$ cat src/rtl/display_pkg.sv
// Shared constants, state encoding and width helpers for the multiplexed display blocks.
package display_pkg;

  typedef enum logic [1:0] {
    IDLE  = 2'd0,
    START = 2'd1,
    SCAN  = 2'd2
  } scan_state_e;

  localparam int DEF_NUM_DIGITS = 4;
  localparam int DEF_SLOT_TICKS = 4;
  localparam int DEF_ON_START   = 2;

  // Counter/index width that never collapses to zero bits.
  function automatic int clog2_min1(input int v);
    return (v <= 2) ? 1 : $clog2(v);
  endfunction

  function automatic int min_int(input int a, input int b);
    return (a < b) ? a : b;
  endfunction

endpackage

$ cat src/rtl/scan_tick_gen.sv
// Clock prescaler: one tick every TICK_DIV clocks while running, cleared on demand.
module scan_tick_gen
  import display_pkg::*;
#(
  parameter int TICK_DIV = 1,
  parameter int CW       = clog2_min1(TICK_DIV)
) (
  input  logic clk,
  input  logic reset_n,
  input  logic clear,
  input  logic run,
  output logic tick
);

  logic [CW-1:0] cnt_q, cnt_d;

  assign tick = run && (cnt_q == CW'(TICK_DIV - 1));

  always_comb begin
    cnt_d = cnt_q;
    if (clear)     cnt_d = '0;
    else if (run)  cnt_d = tick ? '0 : cnt_q + CW'(1);
  end

  always_ff @(posedge clk or negedge reset_n) begin
    if (!reset_n) cnt_q <= '0;
    else          cnt_q <= cnt_d;
  end

endmodule

$ cat src/rtl/anode_scanner.sv
// Self-timed anode scan controller: walks enabled digits, drives active-low anodes
// inside a guarded on-window, and emits slot/frame strobes for the segment mux.
module anode_scanner
  import display_pkg::*;
#(
  parameter int NUM_DIGITS = DEF_NUM_DIGITS,
  parameter int SLOT_TICKS = DEF_SLOT_TICKS,
  parameter int ON_START   = DEF_ON_START,
  parameter int TICK_DIV   = 1,
  parameter int DW         = clog2_min1(NUM_DIGITS),
  parameter int PW         = clog2_min1(SLOT_TICKS + 1)
) (
  input  logic                  clk,
  input  logic                  reset_n,
  input  logic                  enable,
  input  logic [NUM_DIGITS-1:0] digit_en,
  input  logic [PW-1:0]         on_len,
  output logic [NUM_DIGITS-1:0] an,
  output logic [DW-1:0]         digit_sel,
  output logic                  slot_start,
  output logic                  frame_start
);

  localparam int PHW        = clog2_min1(SLOT_TICKS);
  localparam int ON_EFF_MAX = SLOT_TICKS - ON_START;

  scan_state_e           fsm_q, fsm_d;
  logic [PHW-1:0]        phase_q, phase_d;
  logic [DW-1:0]         digit_q, digit_d;
  logic [NUM_DIGITS-1:0] an_q, an_d;
  logic                  slot_q, slot_d;
  logic                  frame_q, frame_d;
  logic                  tick;
  int                    on_eff;
  int                    ph;

  function automatic logic [DW-1:0] lowest_en(input logic [NUM_DIGITS-1:0] en);
    lowest_en = '0;
    for (int i = NUM_DIGITS - 1; i >= 0; i--)
      if (en[i]) lowest_en = DW'(i);
  endfunction

  // Next enabled digit after cur, wrapping; cur itself if it is the only one, holds if none.
  function automatic logic [DW-1:0] next_en(input logic [DW-1:0] cur,
                                            input logic [NUM_DIGITS-1:0] en);
    int idx;
    next_en = cur;
    for (int i = NUM_DIGITS; i >= 1; i--) begin
      idx = (int'(cur) + i) % NUM_DIGITS;
      if (en[idx]) next_en = DW'(idx);
    end
  endfunction

  // The START clock already counts as the first prescaler clock of slot 0.
  scan_tick_gen #(.TICK_DIV(TICK_DIV)) u_tick (
    .clk     (clk),
    .reset_n (reset_n),
    .clear   (fsm_q == IDLE),
    .run     (fsm_q != IDLE),
    .tick    (tick)
  );

  assign on_eff = min_int(int'(on_len), ON_EFF_MAX);
  assign ph     = int'(phase_d);

  always_comb begin
    fsm_d   = fsm_q;
    phase_d = phase_q;
    digit_d = digit_q;
    slot_d  = 1'b0;
    frame_d = 1'b0;
    an_d    = '1;

    case (fsm_q)
      IDLE:    if (enable) fsm_d = START;
      START:   fsm_d = SCAN;
      SCAN:    if (!enable) fsm_d = IDLE;
      default: fsm_d = IDLE;
    endcase

    if (fsm_d == START) begin
      phase_d = '0;
      digit_d = lowest_en(digit_en);
      slot_d  = 1'b1;
      frame_d = |digit_en;
    end else if (fsm_d == SCAN && tick) begin
      if (phase_q == PHW'(SLOT_TICKS - 1)) begin
        phase_d = '0;
        digit_d = next_en(digit_q, digit_en);
        slot_d  = 1'b1;
        frame_d = (|digit_en) && (digit_d == lowest_en(digit_en));
      end else begin
        phase_d = phase_q + PHW'(1);
      end
    end

    // Outputs are built from next-state so they line up with the state after the edge.
    for (int d = 0; d < NUM_DIGITS; d++)
      if (fsm_d == SCAN && int'(digit_d) == d && digit_en[d] &&
          ph >= ON_START && ph < ON_START + on_eff)
        an_d[d] = 1'b0;
  end

  always_ff @(posedge clk or negedge reset_n) begin
    if (!reset_n) begin
      fsm_q   <= IDLE;
      phase_q <= '0;
      digit_q <= '0;
      an_q    <= '1;
      slot_q  <= 1'b0;
      frame_q <= 1'b0;
    end else begin
      fsm_q   <= fsm_d;
      phase_q <= phase_d;
      digit_q <= digit_d;
      an_q    <= an_d;
      slot_q  <= slot_d;
      frame_q <= frame_d;
    end
  end

  assign an          = an_q;
  assign digit_sel   = digit_q;
  assign slot_start  = slot_q;
  assign frame_start = frame_q;

endmodule

$ cat config.mk
export PLATFORM = sky130hd
export DESIGN_NAME = anode_scanner
export DESIGN_NICKNAME = d
export VERILOG_FILES = /design/src/rtl/display_pkg.sv /design/src/rtl/scan_tick_gen.sv /design/src/rtl/anode_scanner.sv
export SDC_FILE = /design/constraint.sdc
export NUM_CORES = 1
export LEC_CHECK = 0
export ABC_AREA = 1
export ABC_CLOCK_PERIOD_IN_PS = 3400
export CORE_MARGIN = 8
export CORE_UTILIZATION = 45
export CTS_CLUSTER_DIAMETER = 30
export DETAILED_ROUTE_END_ITERATION = 6
export PLACE_DENSITY = 0.77
export SKIP_LAST_GASP = 1
export SYNTH_ARGS = -nofsm -noshare
export SYNTH_HDL_FRONTEND = slang
export SYNTH_SLANG_ARGS = --single-unit
$ cat constraint.sdc
create_clock -name clk -period 3.4 [get_ports clk]
set_clock_uncertainty 0.15 [all_clocks]
set_input_delay 0.68 -clock clk [delete_from_list [all_inputs] [get_ports clk]]
set_output_delay 0.68 -clock clk [all_outputs]
set_load 0.02 [all_outputs]
==> flow_metrics.py <==
metrics = {
    "cts": {
        "post_cts_buffers": 0,
        "root_buffer": "clkbuf_4",
        "cts_sinks": 13,
        "cts_tree": "built",
        "clk_pin_slew_worst_paths_ns": 0.07,
        "clockBufferDepth": 2,
        "cts.repair.resized": 0,
        "insertion_delay_ns": 0.28,
        "cts_hold_buf": 0,
        "h-tree-depth": 1,
        "cts_buffers": 3,
    },
    "placed_design": {
        "gp_congestion": 0.897,
        "hpwl_mm": 1.52,
        "placement.io_buffers": 17,
    },
    "logic_synthesis": {
        "synth_xor_area_share_pct": 0,
        "synth_top_family_by_area": "simple AND/OR/NAND/NOR gates",
        "yosys.area.top_type": "dfrtp_1",
        "ys_warn_count": 0,
        "muxShareOfSynthArea_pct": 0,
        "synthSimpleGateAreaFrac_pct": 41.9,
        "synth_seq_cells": 13,
        "syn-num-nets": 137,
        "syn_area_per_cell_um2": 6.91,
        "synth_cell_types": 23,
        "ys_seq_area_share_pct": 38.3,
        "synth_area_um2": 863,
        "synth-compound-area-share_pct": 6.67,
        "yosys.area.top_type_share_pct": 26.1,
        "synth_fa_ha_area_share_pct": 2.90,
        "yosys-top-cells-area": "dfrtp_1 (26%), nand2_1 (18%), dfstp_2 (12%)",
        "synthCells": 125,
    },
    "power": {
        "pwr_density_cell_nw_per_um2": 823,
        "sw_frac_of_total_pct": 48.9,
        "power.internal_uw": 459,
        "pwr-share-seq_pct": 29.0,
        "clock_power_share_pct": 10.2,
        "power.switching_uw": 438,
        "peakVddDrop_mv": 0.353,
        "pwr-share-comb_pct": 60.7,
        "p_total_uw": 897,
        "leakage_uw": 0.000547,
    },
    "final_layout": {
        "nNetsFinal": 159,
        "final_core_util_pct": 57.9,
        "area_growth_pct": 26.2,
        "fillCellCount": 192,
        "drive_above_1_share_pct": 20.5,
        "layout_common_cells": "nand2_1 (41), clkdlybuf4s50_1 (17), nand3_1 (13), nor2_1 (12), inv_1 (11)",
        "final-seq-area_um2": 330,
        "final_common_cell": "nand2_1",
        "antenna_cells": 0,
        "multiInputGateArea_um2": 448,
    },
    "critical_path": {
        "path_cells": "clkdlybuf4s50_1 > nand2_2 > a21oi_2 > nand2_2 > or2_0 > nand2_1 > inv_1 > ha_1 > nand2_1 > nand2_1 > nand2_1 > nand3_1",
        "cp.required_ns": 3.44,
        "cp-end-kind": "flop",
        "cp_num_buf_inv": 2,
        "critPathTopFamily": "simple AND/OR/NAND/NOR gates",
        "critPathMaxFanout": 4,
        "max_stage_delay_ns": 0.48,
        "crit_path_frequent_cell": "nand2_1",
        "startpoint_type": "input pin",
        "critPathSlowestCell": "clkdlybuf4s50_1",
        "worstPathArrival_ns": 2.53,
        "crit_type": "in -> reg",
        "r2r_setup_slack_ns": 1.32,
    },
    "timing": {
        "fin_setup_tns_ns": 0,
        "fmax_mhz": 402,
        "slew_headroom_pct": 63.1,
        "hold_viol": 0,
        "setup_viol": 0,
        "tightest_slew_ns": 0.551,
        "fin_crit_ns": 2.49,
        "post-route-period-util_pct": 73.2,
        "maxSlewViolCount": 0,
        "rsz0062_at_grt": "no",
    },
    "hold_path": {
        "min_path_type": "reg -> reg",
    },
    "detailed_routing": {
        "vias": 817,
        "vias_per_cell": 4.72,
        "wl_per_cell_um": 10.8,
        "wl_mm": 1.87,
        "drt-pass1-iter-count": 4,
        "ant_nets": 0,
        "drtIter0Drc": 13,
        "drc": 0,
    },
    "floorplanning": {
        "die_w_um": 59.8,
        "rows": 16,
        "fp.dieH_um": 59.8,
        "ioPinCount": 18,
        "dieArea_um2": 3580,
        "start_util_pct": 45.9,
        "core_um2": 1880,
    },
    "global_routing": {
        "antenna_found_initial": 0,
        "grt_overflow_total": 0,
        "first_global_vias": 817,
        "grt_pass1_wl_mm": 3.22,
        "grtUsageTotal_pct": 12.0,
        "grt_max_degree": 14,
    },
    "job": {
        "drv_cap": 0,
    },
    "run_status": {
        "status": "finished, final reports clean",
    },
}
## worst paths after layout
kind / startpoint / end / cells past startpoint
worst max-delay path: enable / an[3] / 12
worst max register to register: fsm_q[0] / an[3] / 12
max in group asynchronous: reset_n / an[0] / 1
worst min-delay path: fsm_q[1] / fsm_q[1] / 1
worst min register to register: fsm_q[1] / fsm_q[1] / 1
min in group asynchronous: reset_n / phase_q[1] / 1
## metal layers
metal  GRT usage [%]  up-vias  routed length, µm  part of all wire (%)
met4            7.14        0                 46                   2.5
met1            12.1      369                774                    41
li1                -      428                  -                     -
met5               0        -                  0                     0
met3            3.23        5                 83                   4.4
met2            21.5       15                964                    52
## worst reg2reg max path, cell delays in order, from the launching register on
cell and delay (ns):
dfrtp_1 0.41, inv_1 0.08, nand2_2 0.07, a21oi_2 0.20
nand2_2 0.11, or2_0 0.21, nand2_1 0.10, inv_1 0.06
ha_1 0.28, nand2_1 0.07, nand2_1 0.05, nand2_1 0.11
nand3_1 0.11
## power by group through the flow
stage | registers [µW] | clock network (µW) | logic (µW)
floorplan | 272 | 0 | 405
global placement | 261 | 0 | 533
detailed placement | 263 | 0 | 550
CTS | 260 | 97.8 | 552
global route | 269 | 104 | 624
finish | 260 | 91.8 | 545
## synthesized netlist by cell type (all sizes together)
library cell  instances
o21ai                 3
buf                   1
nand3                14
or2                   1
nor4                  1
conb                  1
o211ai                1
inv                  18
a21oi                 4
nor2                 15
dfstp                 4
dfrtp                 9
clkinv                1
ha                    2
nand2                50
## layout make-up
cell class	count	share of cell area [%]
Inverter	19	6.77
Timing Repair Buffer	18	16.3
Sequential cell	13	30.3
Multi-Input combinational cell	92	41.1
Clock buffer	4	2.41
Tap cell	27	3.10
## sequential cells by signal, summed over array words and instances (netlist names)
register      cells
phase_q           2
slot_start        1
u_tick.cnt_q      1
fsm_q             2
digit_sel         2
frame_start       1
an                4
## cell families after synthesis
logic type / after synthesis
simple gates: 81
buf+inv: 20
flops: 13
compound gates: 8
fa+ha+maj: 2
other cells: 1
## stage by stage
stage                     worst slack (ns)  hold slack, ns  instances  area (µm²)
after floorplan                       1.31           0.234        125         863
after global placement               0.747           0.400        169        1060
after detailed placement             0.622           0.424        169        1060
after CTS                            0.924           0.434        173        1090
after global routing                 0.780           0.462        173        1090
final                                0.912           0.444        173        1090
No activity file was read; power rests on OpenSTA's default activity.
==> RTL edit: new RTL, config.mk and constraints unchanged <==
Re-encode `scan_state_e` (3 states) as one-hot, 3 bits wide.
--- a/src/rtl/display_pkg.sv
+++ b/src/rtl/display_pkg.sv
@@ -1,10 +1,10 @@
 // Shared constants, state encoding and width helpers for the multiplexed display blocks.
 package display_pkg;
 
-  typedef enum logic [1:0] {
-    IDLE  = 2'd0,
-    START = 2'd1,
-    SCAN  = 2'd2
+  typedef enum logic [2:0] {
+    IDLE  = 3'b001,
+    START = 3'b010,
+    SCAN  = 3'b100
   } scan_state_e;
 
   localparam int DEF_NUM_DIGITS = 4;
Check against the original RTL: same outputs for any inputs over 10 cycles, from zero or initial values and one cycle with reset_n low; not proved beyond that.
==> RTL edit against the unedited design <==
Non-clock buffer count fell by 1; die area rose by 13%; wire length increased by 13%; count of clock-buffer cells in the layout unchanged; maximum frequency increased by 3.1%; largest power group unchanged; setup slack gained 0.075 ns; largest cell class unchanged; total power is 8.8% higher; synthesized area increased by 18%; sequential cell count is 1 higher; design area increased by 15%.
==> RTL edit: results <==
outcome:
  status: "finished clean"
logic_synthesis:
  synth.area.mux_share_pct: 0
  synth_fp_nets: 161
  synth-compound-area-share_pct: 3.19
  synthDistinctLibCells: 22
  synth.top_cells.by_count: "nand2_1 (43), inv_1 (18), nand3_1 (14), nor2_1 (14), nand2_2 (12)"
  ys_seq_area_share_pct: 34.9
  yosys-top-cells-area: "dfrtp_1 (22%), nand2_1 (16%), dfstp_2 (13%)"
  synth_fa_ha_area_share_pct: 2.45
detailed_routing:
  wl_met2_um: 987
  drt-met1-wl_um: 1000
  avgRoutedWirePerCell_um: 10.7
  viasPerCell: 4.72
  wl_met3_um: 125
  highest_layer: "met3"
critical_path:
  r2r_setup_slack_ns: 1.37
  reg2reg_from: "fsm_q[0]"
  worst-r2r-cell-count: 10
  critPathMaxFanout: 10
  critPathTopFamily: "buffers and inverters"
  critPathLaunch: "digit_sel[0]"
  arrival_ns: 1.58
  rr_endpoint: "an[3]"
  crit_end: "digit_sel[0]"
  critPathMaxStageDelay_ns: 0.69
timing:
  fin_ws_ns: 0.987
  worstMarginPinSlew_ns: 0.592
global_routing:
  grt_max_degree: 15
  use_met1_pct: 14.6
  track_usage_pct: 11.3
  use_met3_pct: 3.89
  grt_pass1_vias: 909
  antenna_found_initial: 0
  grtUsageMet2_pct: 18.0
  grt_pass1_wl_um: 3850
pwr:
  p_leak_nw: 0.653
  ir_worst_vdd_mv: 0.450
placed_design:
  io_buffer_count: 17
  place_area_mm2: 0.00121
  place_ws_ns: 0.794
  dpl.hpwl_um: 1670
  gp_congestion: 0.853
hold_path:
  min-delay-start: "fsm_q[2]"
  hold_depth: 3
clock_network:
  clkTransAtPathRegs_ns: 0.09
  clockBufferDepth: 2
  postCtsSetupBuffers: 0
final_layout:
  nNetsFinal: 182
  layout-drive-gt1-share_pct: 25.4
  fillers: 205
RTL edit: cell families (layout without fill, tap and decap cells):
kind of cell	after synthesis	count (layout)
compound gates	6	6
buf+inv	30	50
flops	14	14
other cells	1	1
fa+ha+maj	2	2
simple gates	96	96
RTL edit: metrics by stage:
stage,hold WS [ns],utilization (%),cells
after floorplan,0.234,-,149
after global placement,0.453,56.0,193
after detailed placement,0.461,56.0,193
after CTS,0.484,57.7,197
after global routing,0.512,57.7,197
final,0.485,57.7,197
RTL edit: report_power, final:
| group | switching, W | leakage [nW] | internal, W |
|---|---|---|---|
| sequential | 0.0000539 | 0.167 | 0.000212 |
| clock | 0.0000574 | 0.0210 | 0.0000653 |
| combinational | 0.000371 | 0.465 | 0.000216 |
| total | 0.000482 | 0.653 | 0.000493 |
RTL edit: area by class of cell:
cell class                      count  share of cell area (%)
Clock buffer                        4                    2.90
Tap cell                           28                    2.80
Sequential cell                    14                    28.5
Timing Repair Buffer               17                    13.6
Multi-Input combinational cell    105                    43.1
Inverter                           29                    9.10
